**src/rtl/mem_display_pkg.sv**
```systemverilog
// Shared types and constants for mem_display_ctrl: FSM state encoding,
// default window placement and the digit layout of disp_word.
package mem_display_pkg;

  typedef enum logic [1:0] {
    RUN  = 2'd0,
    LOAD = 2'd1,
    SHOW = 2'd2
  } state_t;

  localparam logic [31:0] DEF_BASE_ADDR = 32'h0000_0004;
  localparam int          DEF_STRIDE    = 4;

  // disp_word is four hex digits, digit 3 = [15:12] drives the leftmost place
  localparam int DIGIT_W    = 4;
  localparam int NUM_DIGITS = 4;
  localparam int DISP_W     = DIGIT_W * NUM_DIGITS;

  function automatic logic [DIGIT_W-1:0] disp_digit(input logic [DISP_W-1:0] word,
                                                    input int pos);
    return word[pos*DIGIT_W +: DIGIT_W];
  endfunction

endpackage

```
**src/rtl/mem_display_ctrl_btn_debounce.sv**
```systemverilog
// Push-button conditioner: two-flop synchroniser, stability counter and a
// one-cycle pulse on each accepted press. Usable for any board button.
module btn_debounce #(
  parameter int DEBOUNCE_CYCLES = 20000
) (
  input  logic clk,
  input  logic reset_n,
  input  logic btn,
  output logic level,
  output logic pulse
);

  localparam int CNT_W = $clog2(DEBOUNCE_CYCLES + 1);

  logic             sync_1;
  logic             sync_2;
  logic [CNT_W-1:0] cnt;
  logic             differ;
  logic             accept;

  assign differ = (sync_2 != level);
  assign accept = differ && (cnt == CNT_W'(DEBOUNCE_CYCLES - 1));

  always_ff @(posedge clk or negedge reset_n) begin
    if (!reset_n) begin
      sync_1 <= 1'b0;
      sync_2 <= 1'b0;
      cnt    <= '0;
      level  <= 1'b0;
      pulse  <= 1'b0;
    end else begin
      sync_1 <= btn;
      sync_2 <= sync_1;
      // any return to the accepted level restarts the stability window
      if (!differ || accept) cnt <= '0;
      else                   cnt <= cnt + CNT_W'(1);
      if (accept) level <= sync_2;
      pulse <= accept && sync_2;
    end
  end

endmodule

```
**src/rtl/mem_display_ctrl.sv**
```systemverilog
// Hands the DataMemory port from the CPU to the 7-segment result viewer once
// the CPU is done. Optional timed auto-advance under DISP_AUTO_STEP_EN.
//
//   state | meaning
//   RUN   | CPU owns the memory port, bus passes straight through
//   LOAD  | read word at ptr, capture it into disp_word on the next edge
//   SHOW  | hold the displayed word until the next advance
module mem_display_ctrl
  import mem_display_pkg::*;
#(
  parameter logic [31:0] BASE_ADDR       = DEF_BASE_ADDR,
  parameter int          STRIDE          = DEF_STRIDE,
  parameter int          NUM_WORDS       = 16,
  parameter int          DEBOUNCE_CYCLES = 20000,
  parameter int          AUTO_PERIOD     = 10000000
) (
  input  logic                         clk,
  input  logic                         reset_n,
  input  logic                         cpu_done,
  input  logic                         cpu_mem_read,
  input  logic                         cpu_mem_write,
  input  logic [31:0]                  cpu_mem_addr,
  input  logic                         next_btn,
  input  logic [31:0]                  mem_rdata,
  output logic                         mem_read,
  output logic                         mem_write,
  output logic [31:0]                  mem_addr,
  output logic [DISP_W-1:0]            disp_word,
  output logic                         disp_valid,
  output logic [$clog2(NUM_WORDS)-1:0] disp_index
);

  localparam int PTR_W = $clog2(NUM_WORDS);

  state_t           state;
  state_t           state_nxt;
  logic [PTR_W-1:0] ptr;
  logic             done_latched;
  logic             btn_pulse;
  logic             advance;
  logic [31:0]      word_addr;
  logic             unused_btn_level;
  logic             unused_rdata_hi;

  assign unused_rdata_hi = ^mem_rdata[31:DISP_W];

  btn_debounce #(
    .DEBOUNCE_CYCLES(DEBOUNCE_CYCLES)
  ) u_next_btn (
    .clk    (clk),
    .reset_n(reset_n),
    .btn    (next_btn),
    .level  (unused_btn_level),
    .pulse  (btn_pulse)
  );

`ifdef DISP_AUTO_STEP_EN
  localparam int AUTO_W = $clog2(AUTO_PERIOD + 1);

  logic [AUTO_W-1:0] auto_cnt;
  logic              auto_tick;

  assign auto_tick = (state == SHOW) && (auto_cnt == AUTO_W'(AUTO_PERIOD - 1));
  assign advance   = btn_pulse || auto_tick;

  // counts SHOW cycles only; any advance (button or timer) restarts it
  always_ff @(posedge clk or negedge reset_n) begin
    if (!reset_n)                          auto_cnt <= '0;
    else if ((state == SHOW) && !advance)  auto_cnt <= auto_cnt + AUTO_W'(1);
    else                                   auto_cnt <= '0;
  end
`else
  localparam int unused_auto_period = AUTO_PERIOD;

  assign advance = btn_pulse;
`endif

  assign word_addr = BASE_ADDR + 32'(ptr) * 32'(STRIDE);

  always_ff @(posedge clk or negedge reset_n) begin
    if (!reset_n) state <= RUN;
    else          state <= state_nxt;
  end

  always_comb begin
    state_nxt = state;
    case (state)
      RUN:     if (cpu_done || done_latched) state_nxt = LOAD;
      LOAD:    state_nxt = SHOW;
      SHOW:    if (advance) state_nxt = LOAD;
      default: state_nxt = RUN;
    endcase
  end

  always_comb begin
    mem_read  = 1'b1;
    mem_write = 1'b0;
    mem_addr  = word_addr;
    if (state == RUN) begin
      mem_read  = cpu_mem_read;
      mem_write = cpu_mem_write;
      mem_addr  = cpu_mem_addr;
    end
  end

  always_ff @(posedge clk or negedge reset_n) begin
    if (!reset_n) begin
      ptr          <= '0;
      done_latched <= 1'b0;
      disp_word    <= '0;
      disp_valid   <= 1'b0;
      disp_index   <= '0;
    end else begin
      case (state)
        RUN: if (cpu_done) begin
          done_latched <= 1'b1;
          ptr          <= '0;
        end
        LOAD: begin
          disp_word  <= mem_rdata[DISP_W-1:0];
          disp_index <= ptr;
          disp_valid <= 1'b1;
        end
        SHOW: if (advance) begin
          ptr <= (ptr == PTR_W'(NUM_WORDS - 1)) ? '0 : ptr + PTR_W'(1);
        end
        default: ;
      endcase
    end
  end

endmodule

```
**config.mk**
```make
export PLATFORM = sky130hd
export DESIGN_NAME = mem_display_ctrl
export DESIGN_NICKNAME = d
export VERILOG_FILES = /design/src/rtl/mem_display_pkg.sv /design/src/rtl/mem_display_ctrl_btn_debounce.sv /design/src/rtl/mem_display_ctrl.sv
export SDC_FILE = /design/constraint.sdc
export NUM_CORES = 1
export LEC_CHECK = 0
export CAP_MARGIN = 25
export CORE_MARGIN = 4
export CORE_UTILIZATION = 25
export DETAILED_ROUTE_END_ITERATION = 8
export DONT_BUFFER_PORTS = 1
export SLEW_MARGIN = 40
export SYNTH_ARGS = -nofsm -noshare
export SYNTH_HDL_FRONTEND = slang
export SYNTH_SLANG_ARGS = --single-unit
```
**constraint.sdc**
```tcl
create_clock -name clk -period 2.2 [get_ports clk]
set_clock_uncertainty 0.05 [all_clocks]
set_input_delay 0.22 -clock clk [delete_from_list [all_inputs] [get_ports clk]]
set_output_delay 0.22 -clock clk [all_outputs]
set_load 0.01 [all_outputs]
```
# Word-level counts from Yosys, hierarchy flattened
# Index checks and enable logic that the tools add are counted.
totals:
  register_bits: 47
  input_bits: 70
  out_inout_bits: 55
  word_cells: 43
op_classes:
  n_addsub: 3
  n_eq_ne: 8
  mux: 11
  reduce_logical: 10
ops:
  columns: ["op", "count"]
  rows:
  - ["$mux 32", 1]
  - ["$add 15x1->15 const B", 1]
  - ["$eq 15x15->1 const B", 1]
  - ["$mux 15", 1]
  - ["$mux 4", 3]
  - ["$pmux 4 s2", 1]
  - ["$add 3x6->7 const A", 1]
  - ["$pmux 2 s3", 1]
  - ["$add 4x1->4 const B", 1]
  - ["$eq 4x4->1 const B", 1]
  - ["$mux 2", 2]
  - ["$ne 2x2->1 const B", 2]
  - ["$reduce_and 2->1", 2]
  - ["$reduce_and 3->1", 1]
  - ["$eq 2x1->1 const B", 1]
  - ["$eq 2x2->1 const B", 1]
  - ["$logic_and 1x1->1", 2]
  - ["$logic_not 2->1", 1]
  - ["$logic_or 1x1->1", 2]
  - ["$mux 1", 2]
  - ["$ne 2x1->1 const B", 1]
  - ["$reduce_bool 2->1", 1]
  - ["$logic_not 1->1", 1]
  - ["$ne 1x1->1", 1]

# Longest topological paths before layout
logic_depth:
  word_depth: 4
  depth_mapped: 7
  ltp_nobuf: 5

# By module
# Synthesis repeated with hierarchy kept, for this count alone.
unflattened:
  hier_cells: 208
  area_unflattened_um2: 2357.3
by_module_without_submodules:
  columns: ["mod", "instances", "cells_per_inst", "area_per_inst_um2", "seq_area_each_um2"]
  rows:
  - ["mem_display_ctrl", 1, 125, 1471.4, 700.7]
  - ["btn_debounce", 1, 83, 885.8, 475.5]

# Least setup slack after synthesis
# No wires, ideal clock.
synth_timing:
  kind: "register to register"
  start: "register u_next_btn.cnt[0]"
  end: "register u_next_btn.level"
  setup_time_ns: 0.125
  arrival_time_ns: 1.361
  t_required_ns: 2.025
  slack_ns: 0.664
  stages_incl_launch_ff: 6
  n_path_buf: 1
  synth_period_minus_slack_ns: 1.536
  path_cell_list: "dfrtp_1 ha_1 and4_1 buf_2 nand4_2 mux2_4"
synth_via:
  elab_chain_cells: 2
synth_rtl:
  columns: ["element", "line", "text"]
  rows:
  - ["from (decl)", "mem_display_ctrl_btn_debounce.sv:17", "logic [CNT_W-1:0] cnt;"]
  - ["from (signal assigned)", "mem_display_ctrl_btn_debounce.sv:36", "else cnt <= cnt + CNT_W'(1);"]
  - ["$eq 15x15->1", "mem_display_ctrl_btn_debounce.sv:22", "assign accept = differ && (cnt == CNT_W'(DEBOUNCE_CYCLES - 1));"]
  - ["$logic_and 1x1->1", "mem_display_ctrl_btn_debounce.sv:22", null]
  - ["to (signal assigned)", "mem_display_ctrl_btn_debounce.sv:37", "if (accept) level <= sync_2;"]
  - ["to (decl)", "mem_display_ctrl_btn_debounce.sv:9", "output logic level,"]
# No other way between the ends.
# A chain may end at the register's enable or synchronous reset.

# Final worst setup path
layout_timing:
  start: "register ptr[2]"
  end: "output port mem_addr[5]"
layout_via:
  elab_chain_cells: 2
layout_rtl:
  columns: ["element", "line", "text"]
  rows:
  - ["from (decl)", "mem_display_ctrl.sv:37", "logic [PTR_W-1:0] ptr;"]
  - ["from (signal assigned)", "mem_display_ctrl.sv:125", "ptr <= (ptr == PTR_W'(NUM_WORDS - 1)) ? '0 : ptr + PTR_W'(1);"]
  - ["$add 3x6->7", "mem_display_ctrl.sv:78", "assign word_addr = BASE_ADDR + 32'(ptr) * 32'(STRIDE);"]
  - ["$mux 32", "mem_display_ctrl.sv:99", "if (state == RUN) begin"]
  - ["to (decl)", "mem_display_ctrl.sv:27", "output logic [31:0] mem_addr,"]
# No other way between the ends.

==> impl_results.html <==
<table>
<tr><th>Metric</th><th>Value</th></tr>
<tr><th colspan="2">Outcome</th></tr>
<tr><td>Run status</td><td>complete, no violations</td></tr>
<tr><th colspan="2">Detailed routing</th></tr>
<tr><td>Residual antenna-violating net count after detailed routing</td><td>0</td></tr>
<tr><td>First-pass iteration count of the detailed router</td><td>4</td></tr>
<tr><td>Routed Wire Length</td><td>4710 um</td></tr>
<tr><td>DRC</td><td>0</td></tr>
<tr><td>Post-detailed-route wirelength per cell</td><td>14.5 um</td></tr>
<tr><td>Initial detailed-routing violation count</td><td>71</td></tr>
<tr><td>DR vias/cell</td><td>4.55</td></tr>
<tr><td>Routed via count</td><td>1474</td></tr>
<tr><th colspan="2">Die</th></tr>
<tr><td>Die span in x</td><td>103 um</td></tr>
<tr><td>Total Die Area</td><td>0.0106 sq mm</td></tr>
<tr><td>Die Span Y</td><td>103 um</td></tr>
<tr><td>Area inside the core boundary</td><td>0.00876 sq mm</td></tr>
<tr><td>Number of top-level design ports</td><td>125</td></tr>
<tr><td>Rows</td><td>34</td></tr>
<tr><td>Starting density of the core</td><td>25.7%</td></tr>
<tr><th colspan="2">Worst setup path</th></tr>
<tr><td>Worst Reg-to-Reg Cells</td><td>5</td></tr>
<tr><td>Worst reg-to-reg setup slack</td><td>0.52 ns</td></tr>
<tr><td>Crit-path slowest cell</td><td>dfrtp_1</td></tr>
<tr><td>Crit-path leading delay family</td><td>simple AND/OR/NAND/NOR gates</td></tr>
<tr><td>Data required time at the worst endpoint</td><td>1.93 ns</td></tr>
<tr><td>Crit path cell chain</td><td>nand3_1 -&gt; or2_2 -&gt; and2_1 -&gt; o21ai_1</td></tr>
<tr><td>Critical register-to-register path endpoint</td><td>u_next_btn.cnt[12]</td></tr>
<tr><td>Worst path bufs/invs</td><td>0</td></tr>
<tr><td>Endpoint class of the critical path</td><td>primary output</td></tr>
<tr><td>Longest individual stage delay on the worst path</td><td>0.48 ns</td></tr>
<tr><td>Beginning of the worst register-to-register path</td><td>u_next_btn.cnt[0]</td></tr>
<tr><td>WP data arrival</td><td>1.57 ns</td></tr>
<tr><td>Crit-path max FO</td><td>7</td></tr>
<tr><td>Type of the worst setup path</td><td>flop to primary output</td></tr>
<tr><td>Startpoint types</td><td>flop</td></tr>
<tr><th colspan="2">Power and ir drop</th></tr>
<tr><td>Power density over the cells</td><td>579 mW/mm^2</td></tr>
<tr><td>Power, Total</td><td>1480 uW</td></tr>
<tr><td>IR Drop Worst-Case VDD</td><td>0.334 mV</td></tr>
<tr><td>P_leak</td><td>0.00108 uW</td></tr>
<tr><th colspan="2">CTS</th></tr>
<tr><td>CTS root buf</td><td>clkbuf_8</td></tr>
<tr><td>Post CTS Setup Buffer Count</td><td>0</td></tr>
<tr><td>Total clock buffers created by CTS</td><td>5</td></tr>
<tr><td>Buffer depth of the longest clock path</td><td>2</td></tr>
<tr><td>Clock Latency Late Sink</td><td>0.29 ns</td></tr>
<tr><td>TritonCTS clock tree</td><td>done</td></tr>
<tr><td>Num Clock Sinks</td><td>47</td></tr>
<tr><td>Number of gates resized after CTS</td><td>0</td></tr>
<tr><td>Cts hold-fix bufs</td><td>5</td></tr>
<tr><td>Maximum level of the CTS H-tree</td><td>2</td></tr>
<tr><td>Clk pin slew, worst setup/hold paths</td><td>0.08 ns</td></tr>
<tr><th colspan="2">STA</th></tr>
<tr><td>Final number of max-transition violations</td><td>0</td></tr>
<tr><td>Min Tclk post-route</td><td>1.84 ns</td></tr>
<tr><td>Hold WS</td><td>0.0214 ns</td></tr>
<tr><td>Final hold violations</td><td>0</td></tr>
<tr><td>Headroom to the max-slew limit</td><td>76.8%</td></tr>
<tr><td>Maximum frequency from static timing analysis</td><td>543 MHz</td></tr>
<tr><td>Post-route fraction of the period consumed by the critical path</td><td>83.6%</td></tr>
<tr><td>Worst-Margin Slew</td><td>0.344 ns</td></tr>
<tr><td>Setup TNS Final</td><td>0 ns</td></tr>
<tr><td>Final setup viols</td><td>0</td></tr>
<tr><td>RSZ-0062 raised after global routing</td><td>false</td></tr>
<tr><th colspan="2">GRT</th></tr>
<tr><td>All-Layer GR Usage</td><td>8.75%</td></tr>
<tr><td>Vias in the first global route</td><td>1403</td></tr>
<tr><td>Global route total overflow</td><td>0</td></tr>
<tr><td>First-pass GRT wire length</td><td>7130 um</td></tr>
<tr><td>Largest net degree at the start of global routing</td><td>48</td></tr>
<tr><td>Number of antenna violations at the first check in global routing</td><td>0</td></tr>
<tr><th colspan="2">Layout</th></tr>
<tr><td>Post-layout net count</td><td>288</td></tr>
<tr><td>Antenna Diode Count</td><td>0</td></tr>
<tr><td>Synthesis-to-finish area growth</td><td>13.7%</td></tr>
<tr><td>Share of final-layout standard cells stronger than drive strength 1</td><td>21.3%</td></tr>
<tr><td>Number of fill cells in the layout</td><td>904</td></tr>
<tr><td>Commonest cells after routing, fill and taps aside</td><td>47 x dfrtp_1, 32 x and2_1, 19 x mux2_2</td></tr>
<tr><td>Most frequent standard cell in the layout excluding fill and tap cells</td><td>dfrtp_1</td></tr>
<tr><th colspan="2">Placement</th></tr>
<tr><td>Final Wtd Congestion</td><td>0.748</td></tr>
<tr><td>Port buffer count</td><td>0</td></tr>
<tr><td>Post-DP HPWL</td><td>3490 um</td></tr>
<tr><th colspan="2">Synth</th></tr>
<tr><td>Synth warn</td><td>0</td></tr>
<tr><td>Count of flip-flops with a built-in enable after synthesis</td><td>0</td></tr>
<tr><td>Flip-flop and latch count after synthesis</td><td>47</td></tr>
<tr><td>Sequential cell area fraction in the yosys report</td><td>52.2%</td></tr>
<tr><td>Post-synthesis instance area</td><td>0.00225 sq mm</td></tr>
<tr><td>Synthesized instance count</td><td>205</td></tr>
<tr><td>Share of flip-flops with an asynchronous set or reset</td><td>100%</td></tr>
<tr><td>Average cell area after synthesis</td><td>11.0 sq um</td></tr>
<tr><td>Most common flop cell mapped by yosys</td><td>dfrtp_1</td></tr>
<tr><td>Count of different cell masters after synthesis</td><td>35</td></tr>
<tr><td>Net count of the mapped netlist</td><td>277</td></tr>
<tr><th colspan="2">Hold path</th></tr>
<tr><td>Path class of the lowest-slack min-delay path</td><td>input pin to flop</td></tr>
<tr><td>Start point of the worst hold path</td><td>mem_rdata[10]</td></tr>
<tr><td>Destination of the worst hold path</td><td>disp_word[10]</td></tr>
<tr><td>Worst hold path cell count</td><td>1</td></tr>
<tr><th colspan="2">Job</th></tr>
<tr><td>Max-cap viol count</td><td>0</td></tr>
</table>
[Yosys cell counts (2+ instances only)]
library cell  number  area share [%]
a21o_1             2            0.67
dfrtp_1           47              52
and2_1            32             8.9
xor2_1             7             2.7
mux2_2            19             9.5
and4_1             3             1.2
o21ai_0            8             1.8
nand3_1            4            0.89
nor3_1             3            0.67
xnor2_1            8             3.1
nor4_1             2            0.56
nor2_1            16             2.7
buf_2              5             1.1
or2_2              4             1.1
nor3b_1            2            0.67
clkbuf_1           4            0.67
nand2_1           16             2.7
ha_1               2             1.1
nand4_1            5             1.4
[cell families (layout without fill, tap and decap cells)]
logic type	count (synthesis)	after routing	synth area share (%)
buffers and inverters	11	22	2.44
muxes	22	22	11.1
xor gates and xnor gates	15	15	5.83
DFF	47	47	52.2
and+or+nand+nor	96	96	24.4
AOI/OAI and AO/OA	12	12	2.89
adders and majority gates	2	2	1.11
[cell type report]
class                   instances  area, sq um  area share (%)
inverters                       1         3.75           0.147
multi-input cells             147         1020            39.9
clock inverters                 1         5.00           0.195
well taps                     108          135            5.28
repair buffers                 14          138            5.37
clock buffers                   6         82.6            3.22
flip-flops and latches         47         1180            45.9
[metal layers]
layer | GRT usage [%] | vias up | share of wire (%)
met3 | 2.50 | 5 | 8.4
met4 | 3.78 | 0 | 1.7
met2 | 13.9 | 65 | 46
li1 | - | 705 | -
met1 | 11.1 | 699 | 43
met5 | 0 | - | 0
[per-stage QoR]
step,std cells,utilization [%],setup WS (ns),instance area (sq um)
2_1_floorplan,205,-,0.664,2250
6_report,324,29.2,0.360,2560
3_5_place_dp,311,27.3,0.502,2400
4_1_cts,323,29.1,0.334,2550
3_3_place_gp,311,27.3,0.514,2400
5_1_grt,324,29.2,0.252,2560
[how the worst max path moves through the flow]
stage / cells after the start / to / slack, ns / start
2_1_floorplan: 5 / u_next_btn.level / 0.66 / u_next_btn.cnt[0]
3_3_place_gp: 5 / u_next_btn.cnt[6] / 0.51 / u_next_btn.cnt[0]
3_5_place_dp: 5 / u_next_btn.cnt[2] / 0.50 / u_next_btn.cnt[0]
4_1_cts: 4 / mem_addr[5] / 0.33 / ptr[2]
5_1_grt: 4 / mem_addr[5] / 0.25 / ptr[2]
6_report: 4 / mem_addr[5] / 0.36 / ptr[2]
[flip-flops by register name (all words and copies together) (netlist names)]
register	cells
disp_valid	1
disp_word	16
ptr	4
u_next_btn.level	1
u_next_btn.sync_2	1
disp_index	4
done_latched	1
u_next_btn.sync_1	1
u_next_btn.cnt	15
u_next_btn.pulse	1
state	2
[power by group]
group	internal, uW	total, uW	switching (uW)
Sequential	884	906	21.7
Combinational	27.3	56.7	29.4
Clock	247	521	274
No activity file was read; power rests on OpenSTA's default activity.
